$ cat src/rtl/kv_tile_reader_if.sv
// kv_tile_reader_if
// Row stream from the tile reader to the attention datapath.
//   out_valid : out_data holds a row
//   out_data  : row payload, WIDTH bits
//   out_last  : marks the final row of the tile
//   out_ready : sink accepts the row when out_valid && out_ready
// master = producer (tile reader), slave = consumer (datapath).
interface kv_tile_reader_if #(
    parameter int WIDTH = 32
);
    logic             out_valid;
    logic [WIDTH-1:0] out_data;
    logic             out_last;
    logic             out_ready;

    modport master (output out_valid, output out_data, output out_last, input out_ready);
    modport slave  (input out_valid, input out_data, input out_last, output out_ready);
endinterface

$ cat src/rtl/kv_tile_reader.sv
// kv_tile_reader
// Streams a contiguous run of SRAM rows (K or V vectors) to the attention
// datapath over a valid/ready interface, one row per cycle when unstalled.
// Ports:
//   clock, reset         : system clock, synchronous active-high reset
//   start                : begin a tile (sampled only when idle)
//   base_addr, num_rows  : first row and row count (0..DEPTH)
//   busy, done           : activity flag, one-cycle completion pulse
//   sram_re, sram_raddr  : SRAM read port request
//   sram_rdata           : SRAM read data, combinational with the request
//   out_if               : row stream (valid/data/last/ready)
module kv_tile_reader #(
    parameter int WIDTH  = 32,
    parameter int DEPTH  = 32,
    parameter int ADDR_W = $clog2(DEPTH)
) (
    input  logic              clock,
    input  logic              reset,
    input  logic              start,
    input  logic [ADDR_W-1:0] base_addr,
    input  logic [ADDR_W:0]   num_rows,
    output logic              busy,
    output logic              done,
    output logic              sram_re,
    output logic [ADDR_W-1:0] sram_raddr,
    input  logic [WIDTH-1:0]  sram_rdata,
    kv_tile_reader_if.master  out_if
);

    typedef enum logic [1:0] {
        IDLE   = 2'd0,
        LOAD   = 2'd1,
        DRAIN  = 2'd2,
        FINISH = 2'd3
    } state_t;

    localparam logic [ADDR_W:0]   CNT_ONE  = (ADDR_W+1)'(1);
    localparam logic [ADDR_W-1:0] ADDR_TOP = ADDR_W'(DEPTH - 1);

    state_t            state_q, state_d;
    logic [ADDR_W-1:0] addr_q;
    logic [ADDR_W:0]   remaining_q;
    logic [WIDTH-1:0]  data_q;
    logic              valid_q;
    logic              last_q;
    logic              slot_free;
    logic              issue;
    logic              handshake;
    logic [ADDR_W-1:0] addr_next;

    // The output register can take a new row when it is empty or being drained
    // on this same edge, which gives back-to-back rows with no bubble.
    assign slot_free = !valid_q || out_if.out_ready;
    assign handshake = valid_q && out_if.out_ready;
    assign addr_next = (addr_q == ADDR_TOP) ? '0 : addr_q + ADDR_W'(1);

    always_ff @(posedge clock) begin
        if (reset) begin
            state_q <= IDLE;
        end else begin
            state_q <= state_d;
        end
    end

    always_comb begin
        state_d = state_q;
        issue   = 1'b0;
        unique case (state_q)
            IDLE: begin
                if (start) begin
                    state_d = (num_rows == '0) ? FINISH : LOAD;
                end
            end
            LOAD: begin
                if (slot_free) begin
                    issue = 1'b1;
                    if (remaining_q == CNT_ONE) begin
                        state_d = DRAIN;
                    end
                end
            end
            DRAIN: begin
                if (handshake) begin
                    state_d = FINISH;
                end
            end
            FINISH: begin
                state_d = IDLE;
            end
            default: begin
                state_d = IDLE;
            end
        endcase
    end

    always_ff @(posedge clock) begin
        if (reset) begin
            addr_q      <= '0;
            remaining_q <= '0;
            data_q      <= '0;
            valid_q     <= 1'b0;
            last_q      <= 1'b0;
        end else begin
            if (state_q == IDLE && start) begin
                addr_q      <= base_addr;
                remaining_q <= num_rows;
            end
            if (issue) begin
                data_q      <= sram_rdata;
                valid_q     <= 1'b1;
                last_q      <= (remaining_q == CNT_ONE);
                addr_q      <= addr_next;
                remaining_q <= remaining_q - CNT_ONE;
            end else if (handshake) begin
                valid_q <= 1'b0;
                last_q  <= 1'b0;
            end
        end
    end

    assign busy       = (state_q != IDLE);
    assign done       = (state_q == FINISH);
    assign sram_re    = issue;
    assign sram_raddr = addr_q;

    assign out_if.out_valid = valid_q;
    assign out_if.out_data  = data_q;
    assign out_if.out_last  = last_q;

endmodule

$ cat src/flat_wrapper.sv
// flat-port wrapper written by rule: the top's interface ports become plain ports
module kv_tile_reader_flat 
#(
    parameter int WIDTH  = 32,
    parameter int DEPTH  = 32,
    parameter int ADDR_W = $clog2(DEPTH)
)
  (clock, reset, start, base_addr, num_rows, busy, done, sram_re, sram_raddr, sram_rdata, out_if_out_valid, out_if_out_data, out_if_out_last, out_if_out_ready);
  kv_tile_reader_if #(.WIDTH(WIDTH)) out_if_i ();
  input  logic clock;
  input  logic reset;
  input  logic start;
  input  logic [ADDR_W-1:0] base_addr;
  input  logic [ADDR_W:0] num_rows;
  output logic busy;
  output logic done;
  output logic sram_re;
  output logic [ADDR_W-1:0] sram_raddr;
  input  logic [WIDTH-1:0] sram_rdata;
  output wire logic [$bits(out_if_i.out_valid)-1:0] out_if_out_valid;
  output wire logic [$bits(out_if_i.out_data)-1:0] out_if_out_data;
  output wire logic [$bits(out_if_i.out_last)-1:0] out_if_out_last;
  input wire logic [$bits(out_if_i.out_ready)-1:0] out_if_out_ready;
  assign out_if_out_valid = out_if_i.out_valid;
  assign out_if_out_data = out_if_i.out_data;
  assign out_if_out_last = out_if_i.out_last;
  assign out_if_i.out_ready = out_if_out_ready;
  kv_tile_reader #(.WIDTH(WIDTH), .DEPTH(DEPTH), .ADDR_W(ADDR_W)) u_core (.clock(clock), .reset(reset), .start(start), .base_addr(base_addr), .num_rows(num_rows), .busy(busy), .done(done), .sram_re(sram_re), .sram_raddr(sram_raddr), .sram_rdata(sram_rdata), .out_if(out_if_i));
endmodule
$ cat config.mk
export PLATFORM = sky130hd
export DESIGN_NAME = kv_tile_reader_flat
export DESIGN_NICKNAME = d
export VERILOG_FILES = /design/src/rtl/kv_tile_reader_if.sv /design/src/rtl/kv_tile_reader.sv /design/src/flat_wrapper.sv
export SDC_FILE = /design/constraint.sdc
export NUM_CORES = 1
export LEC_CHECK = 0
export BUFFER_PORTS_ARGS = -buffer_cell sky130_fd_sc_hd__buf_2
export CORE_ASPECT_RATIO = 0.6
export CORE_UTILIZATION = 49
export CTS_BUF_LIST = sky130_fd_sc_hd__clkbuf_4
export CTS_CLUSTER_DIAMETER = 120
export DETAILED_ROUTE_END_ITERATION = 7
export PLACE_DENSITY = 0.82
export SYNTH_ARGS = -nofsm -noshare
export SYNTH_HDL_FRONTEND = slang
export SYNTH_SLANG_ARGS = --single-unit
$ cat constraint.sdc
create_clock -name clock -period 2.25 [get_ports clock]
set_clock_uncertainty 0.1 [all_clocks]
set_input_delay 0.1125 -clock clock [delete_from_list [all_inputs] [get_ports clock]]
set_output_delay 0.1125 -clock clock [all_outputs]
set_load 0.02 [all_outputs]
==> reports/qor.yml, run 1 <==
run_status:
  status: "finished clean"
synth:
  synthMuxAreaShare: 0
  ys_seq_area_frac: 0.4631
  synth_area_per_cell_um2: 8.031
  ys_warn_count: 0
  syn-instance-count: 253
  synth_edf_count: 0
  synth-compound-area-share: 0.2100
  synth-xor-area-share: 0.004310
  synth_nets: 309
  synth_fa_ha_area_frac: 0.05542
  synth_area_um2: 2032
  async_flop_share: 0
  ys_types: 38
  synthFlopType: "dfxtp_1"
  synthSimpleGateAreaFrac: 0.2217
  synth_top_family_by_area: "simple AND/OR/NAND/NOR gates"
  ys_ff_latch: 47
detailed_routing:
  vias: 2232
  finalWirelength_um: 5999
  drtIter0Drc: 130
  wire_per_inst_um: 14.08
  vias_per_cell: 5.239
  final_antenna_net_count: 0
  dr.pass1.iters: 4
  drc: 0
timing:
  drv_slew: 0
  rsz0062_at_grt: "false"
  fin_crit_sh: 0.9052
  min_period_ps: 2037
  max_freq_ghz: 0.4910
  tns_ps: 0
  slew_headroom: 0.5931
  finalHoldViolCount: 0
  finalWorstSetupSlack_ps: 213.2
  worst_slew_pin_slew_ps: 610.4
  setup_viol: 0
critical_path:
  crit_fanout: 28
  cp.arrival_ps: 1820
  critPathKind: "flip-flop to output port"
  endpoint_kind: "output port"
  required_ps: 2040
  start_kind: "flip-flop"
global_route:
  grt_max_degree: 41
  grt_pass1_wl_um: 9687
  grt.total_usage: 0.2890
  grt_pass1_vias: 2045
  grt_overflow: 0
  grt_antenna_before_repair: 0
pwr:
  p_leak_nw: 1.374
  powerDensity_nw_per_um2: 1107
  pwr-share-comb: 0.480
  p_int_w: 0.001894
  power.switching_w: 0.001419
  max-vdd-ir-drop_mv: 0.6088
  switching_share: 0.4284
  seq_power_share: 0.372
  clock_power_share: 0.148
placed_design:
  place_ws_ps: 316.0
  hpwl_um: 3630
  place_congestion: 0.8843
  post_dp_cell_area_um2: 2514
  io_buffers: 88
min_path:
  hp-class: "input port to flip-flop"
floorplan:
  io_pins: 89
  chipHeight_um: 51.88
  design.die.area_um2: 4417
  die_w_um: 85.14
  start_util: 0.5337
  coreArea_um2: 3807
  placement_rows: 17
clock_tree:
  cts_tree: "done"
  clock-sinks: 47
  cts_setup_buffers: 0
  cts_root_buf: "clkbuf_4"
  path_clk_slew_ps: 120
  cts_buffer_depth: 2
  htreeDepth: 2
  worstSkewPairLatency_ps: 350
  numCtsBuffers: 5
finish:
  seq_area_um2: 940.9
  diodes: 0
  drive_above_1_share: 0.2744
  area_growth_pct: 47.23
  final_core_util: 0.7857
  fillerInstances: 282
  nNetsFinal: 435
  design_area_um2: 2992
  multi_input_area_um2: 998.5
run:
  maxCapViolCount: 0
[power by group through the flow]
stage	Combinational, W	Clock [W]	Sequential [W]
finish	0.00159	0.000491	0.00123
detailed placement	0.00151	0	0.00124
floorplan	0.000876	0	0.00141
CTS	0.00157	0.000502	0.00123
global route	0.00175	0.000538	0.00126
global placement	0.00147	0	0.00124
[Yosys cell counts (3+ instances only)]
| master | n | area, um^2 |
|---|---|---|
| nand2_1 | 71 | 266.5 |
| dfxtp_1 | 47 | 940.9 |
| a21oi_1 | 42 | 210.2 |
| clkbuf_1 | 11 | 41.29 |
| ha_1 | 9 | 112.6 |
| inv_1 | 9 | 33.78 |
| nand3_1 | 7 | 35.03 |
| nor3_1 | 5 | 25.02 |
| a311oi_1 | 4 | 35.03 |
| nor2_1 | 4 | 15.01 |
| nor2b_1 | 4 | 25.02 |
| a211oi_1 | 3 | 22.52 |
| nor4_1 | 3 | 18.77 |
| o21ai_0 | 3 | 15.01 |
[flip-flops by register name, indices dropped and copies added (netlist names)]
| register | count |
|---|---|
| u_core.state_q | 2 |
| u_core.out_if.out_last | 1 |
| u_core.remaining_q | 6 |
| u_core.out_if.out_valid | 1 |
| u_core.out_if.out_data | 32 |
| u_core.sram_raddr | 5 |
[path summary, 6_finish.rpt]
path / start / end / slack (ps) / cells after the start
setup / recovery: u_core.state_q[1] / sram_re / 210 / 5
hold / removal: start / u_core.sram_raddr[1] / 20 / 3
hold reg to reg: u_core.out_if.out_data[6] / u_core.out_if.out_data[6] / 360 / 2
setup reg to reg: u_core.state_q[1] / u_core.remaining_q[3] / 260 / 6
[cell usage in the layout (no fill, tap or decap), types with 4 or more instances in the layout]
cell type      count
dfxtp_1           47
nand3_1            7
clkbuf_4           6
nand2_1           71
nor2_1             4
ha_1               9
inv_1              9
buf_4              5
a21oi_1           42
nor3_1             5
a311oi_1           4
dlygate4sd3_1     40
nor2b_1            4
buf_2             88
[stage by stage]
stage / instances / total power (W) / hold WS (ps)
after floorplan: 253 / 0.002286 / 148.5
after global placement: 379 / 0.002708 / 254.3
after detailed placement: 379 / 0.002748 / 260.3
after CTS: 426 / 0.003294 / 6.426
after global routing: 426 / 0.003548 / 15.61
final: 426 / 0.003313 / 22.55
[timing repair]
item | 4_1_cts | 5_1_grt
resized for setup | 0 | 2
hold buffers | 40 | 0
endpoints found under the setup margin | 0 | 2
hold endpoints to repair | 39 | 0
[area by class of cell]
class | count | area share
multi-input cells | 182 | 0.3338
flip-flops and latches | 47 | 0.3145
repair buffers | 133 | 0.2936
well taps | 47 | 0.01966
clock buffers | 6 | 0.01506
inverters | 10 | 0.01338
clock inverters | 1 | 0.01004
[critical path, cell delays in order, from the launching register on]
cell and delay [ps]:
dfxtp_1 350, inv_1 130, ha_1 330, nand2_1 160, inv_4 260, buf_2 240
[cell families after synthesis]
group | Yosys count
compound gates | 69
xor+xnor | 1
fa+ha+maj | 9
buf+inv | 24
flops | 47
simple gates | 103
[layer usage]
metal	GRT usage	vias to the layer above	routed length (um)
met5	0	-	0
met1	0.3636	1010	2705
met3	0.08730	4	464
li1	-	1119	-
met2	0.4919	99	2796
met4	0.07062	0	32
Note: power is estimated with default switching activity, not from simulation.
==> inputs of run 2 (changes only) <==
--- a/config.mk
+++ b/config.mk
@@ -7,11 +7,10 @@
 export LEC_CHECK = 0
 export BUFFER_PORTS_ARGS = -buffer_cell sky130_fd_sc_hd__buf_2
 export CORE_ASPECT_RATIO = 0.6
-export CORE_UTILIZATION = 49
-export CTS_BUF_LIST = sky130_fd_sc_hd__clkbuf_4
+export CORE_UTILIZATION = 50
 export CTS_CLUSTER_DIAMETER = 120
 export DETAILED_ROUTE_END_ITERATION = 7
-export PLACE_DENSITY = 0.82
+export PLACE_DENSITY = 0.84
 export SYNTH_ARGS = -nofsm -noshare
 export SYNTH_HDL_FRONTEND = slang
 export SYNTH_SLANG_ARGS = --single-unit
==> constraint.sdc (replaced) <==
create_clock -name clock -period 2.4 [get_ports clock]
set_clock_uncertainty 0.1 [all_clocks]
set_input_delay 0.12 -clock clock [delete_from_list [all_inputs] [get_ports clock]]
set_output_delay 0.12 -clock clock [all_outputs]
set_load 0.02 [all_outputs]
==> run 2 against run 1 <==
The run now ends with design-rule violations left; clock power is 5.3% higher; wire length decreased by 5.7%; core utilization decreased by 1.7 points; register-to-register slack better by 110 ps; die area shrank 1.9%; highest routed layer unchanged; via count is 2.0% lower; sequential share of layout area increased by 0.87 points; global-route usage decreased by 1.6 points.
==> reports/qor.yml, run 2 (synthesis gave the netlist of run 1 again) <==
run_status:
  status: "finished with violations"
  violations: "design-rule violations"
detailed_routing:
  dr.pass1.iters: 7  # +3
  vias: 2187  # -2.0%
  drc: 6  # +6
  finalWirelength_um: 5660  # -5.7%
  drtIter0Drc: 115  # -12%
  wire_per_inst_um: 13.61  # -3.4%
  final_antenna_net_count: 0  # unchanged
  vias_per_cell: 5.257  # +0.34%
timing:
  worst_slew_pin_slew_ps: 813.3  # +202.9 ps
  max_freq_ghz: 0.4689
  rsz0062_at_grt: "false"
  min_period_ps: 2133
  finalHoldViolCount: 0  # unchanged
  setup_viol: 0  # unchanged
  drv_slew: 0  # unchanged
  finalWorstSetupSlack_ps: 267.2  # +53.99 ps
  slew_headroom: 0.4578  # -0.1353
  tns_ps: 0  # unchanged
  fin_crit_sh: 0.8887
clock_tree:
  worstSkewPairLatency_ps: 300  # -50 ps
  htreeDepth: 2  # unchanged
  cts_root_buf: "clkbuf_8"
  numCtsBuffers: 5  # unchanged
  cts_buffer_depth: 2  # unchanged
  clock-sinks: 47  # unchanged
  cts_tree: "done"
  path_clk_slew_ps: 90  # -30 ps
placed_design:
  io_buffers: 88  # unchanged
  place_congestion: 0.9015  # +1.9%
  hpwl_um: 3583  # -1.3%
  dp_cells: 376  # -0.79%
  place_ws_ps: 444.2  # +128.3 ps
critical_path:
  endpoint_kind: "output port"
  cp.arrival_ps: 1910  # +90 ps
  reg2reg_slack_ps: 370  # +110 ps
  critPathTopFamily: "buffers and inverters"
  start_kind: "flip-flop"
  crit_buf_inv: 3  # unchanged
  path_cells: "inv_1 -> ha_1 -> nand2_1 -> inv_2 -> buf_2"
  r2r-start: "u_core.state_q[1]"
  crit_fanout: 32  # +14%
  reg2reg_to: "u_core.sram_raddr[2]"
  required_ps: 2180  # +140 ps
  crit_slowest_cell: "inv_2"
  reg2reg_depth: 7  # +1
  critPathKind: "flip-flop to output port"
  crit_path_max_incr_delay_ps: 420  # +70 ps
finish:
  area_growth_pct: 43.29
  fillerInstances: 277  # -1.8%
  stdcell_count: 416  # -2.3%
  diodes: 0  # unchanged
  drive_above_1_share: 0.2737  # -0.0006936
  nNetsFinal: 424  # -2.5%
  layout_commonest_cell: "buf_2"
  final_cell_mix: "buf_2 (88), nand2_1 (71), dfxtp_1 (47)"
  largest_register_ffs: 32  # unchanged
global_route:
  grt_max_degree: 48  # +17%
  grt_antenna_before_repair: 0  # unchanged
  grt_pass1_vias: 1994  # -2.5%
  grt.total_usage: 0.2728  # -0.01620
  grt_pass1_wl_um: 9128  # -5.8%
  grt_overflow: 0  # unchanged
floorplan:
  chipHeight_um: 51.38  # -0.96%
  io_pins: 89  # unchanged
  start_util: 0.5367  # +0.002998
  coreArea_um2: 3786  # -0.56%
  placement_rows: 17  # unchanged
  design.die.area_um2: 4331  # -1.9%
  die_w_um: 84.30  # -0.98%
pwr:
  p_leak_nw: 1.338  # -2.6%
  powerDensity_nw_per_um2: 1071  # -3.3%
  max-vdd-ir-drop_mv: 0.5827  # -4.3%
min_path:
  worst_hold_path.num_cells: 3  # unchanged
  hp-start: "base_addr[4]"
  hp-class: "input port to flip-flop"
  worst_hold_path.endpoint: "u_core.sram_raddr[4]"
run:
  maxCapViolCount: 0  # unchanged
[run 2: changes by cell type in the layout (fill, tap and decap cells not counted), sizes merged]
cell,change
buf,-3
clkbuf,+2
bufinv,-1
dlygate4sd3,-8
[run 2: how the worst max path moves through the flow]
stage / startpoint / endpoint / slack [ps] / cells past startpoint
after global routing: u_core.state_q[1] / sram_re / 100 / 5
final: u_core.state_q[1] / sram_re / 270 / 5
after global placement: u_core.state_q[1] / u_core.sram_raddr[2] / 500 / 7
after CTS: u_core.state_q[1] / sram_re / 300 / 5
after floorplan: u_core.state_q[1] / u_core.remaining_q[5] / 660 / 6
after detailed placement: u_core.state_q[1] / u_core.sram_raddr[2] / 440 / 7
[run 2: worst reg2reg max path, stage by stage, from the launching register on]
cell and delay (ps):
dfxtp_1 340, inv_1 120, ha_1 330, nand2_1 130, inv_2 420, buf_4 290, o211ai_1 100, a21oi_1 120
[run 2: report_power, final]
group / leakage, nW / total (W) / internal [W] / switching (W)
combinational: 0.902 / 0.00144 / 0.000527 / 0.000915
sequential: 0.385 / 0.00116 / 0.000990 / 0.000169
clock: 0.0515 / 0.000517 / 0.000263 / 0.000254
[run 2: metrics by stage]
stage               total power, W    util  instance area (um^2)  hold slack [ps]
finish                    0.003119  0.7690                  2912            19.53
global route              0.003338  0.7690                  2912            19.26
CTS                       0.003098  0.7690                  2912            17.37
detailed placement        0.002545  0.6580                  2491            266.8
global placement          0.002509  0.6580                  2491            260.9
floorplan                 0.002143       -                  2032            156.0
[run 2: area by class of cell]
class / instances / area [um^2] / area share
Inverter: 10 / 37.54 / 0.01289
Sequential cell: 47 / 940.9 / 0.3232
Timing Repair Buffer: 122 / 775.7 / 0.2664
Tap cell: 47 / 58.81 / 0.02020
Clock buffer: 8 / 100.1 / 0.03438
Multi-Input combinational cell: 182 / 998.5 / 0.3429
[run 2: layer usage]
metal  wire length [um]  global-route usage  up-vias  part of all wire
met5                  0                   0        -                 0
met1               2494              0.3490      988              0.44
met2               2605              0.4604       98              0.46
li1                   -                   -     1099                 -
met4                 19             0.05172        0            0.0034
met3                539             0.08562        2             0.095
[run 2: timing repair]
action | 4_1_cts | 5_1_grt
hold endpoints to repair | 32 | 0
gates resized for setup | 0 | 0
hold buffers | 32 | 0
buffers inserted | 0 | 0
endpoints found under the setup margin | 0 | 0
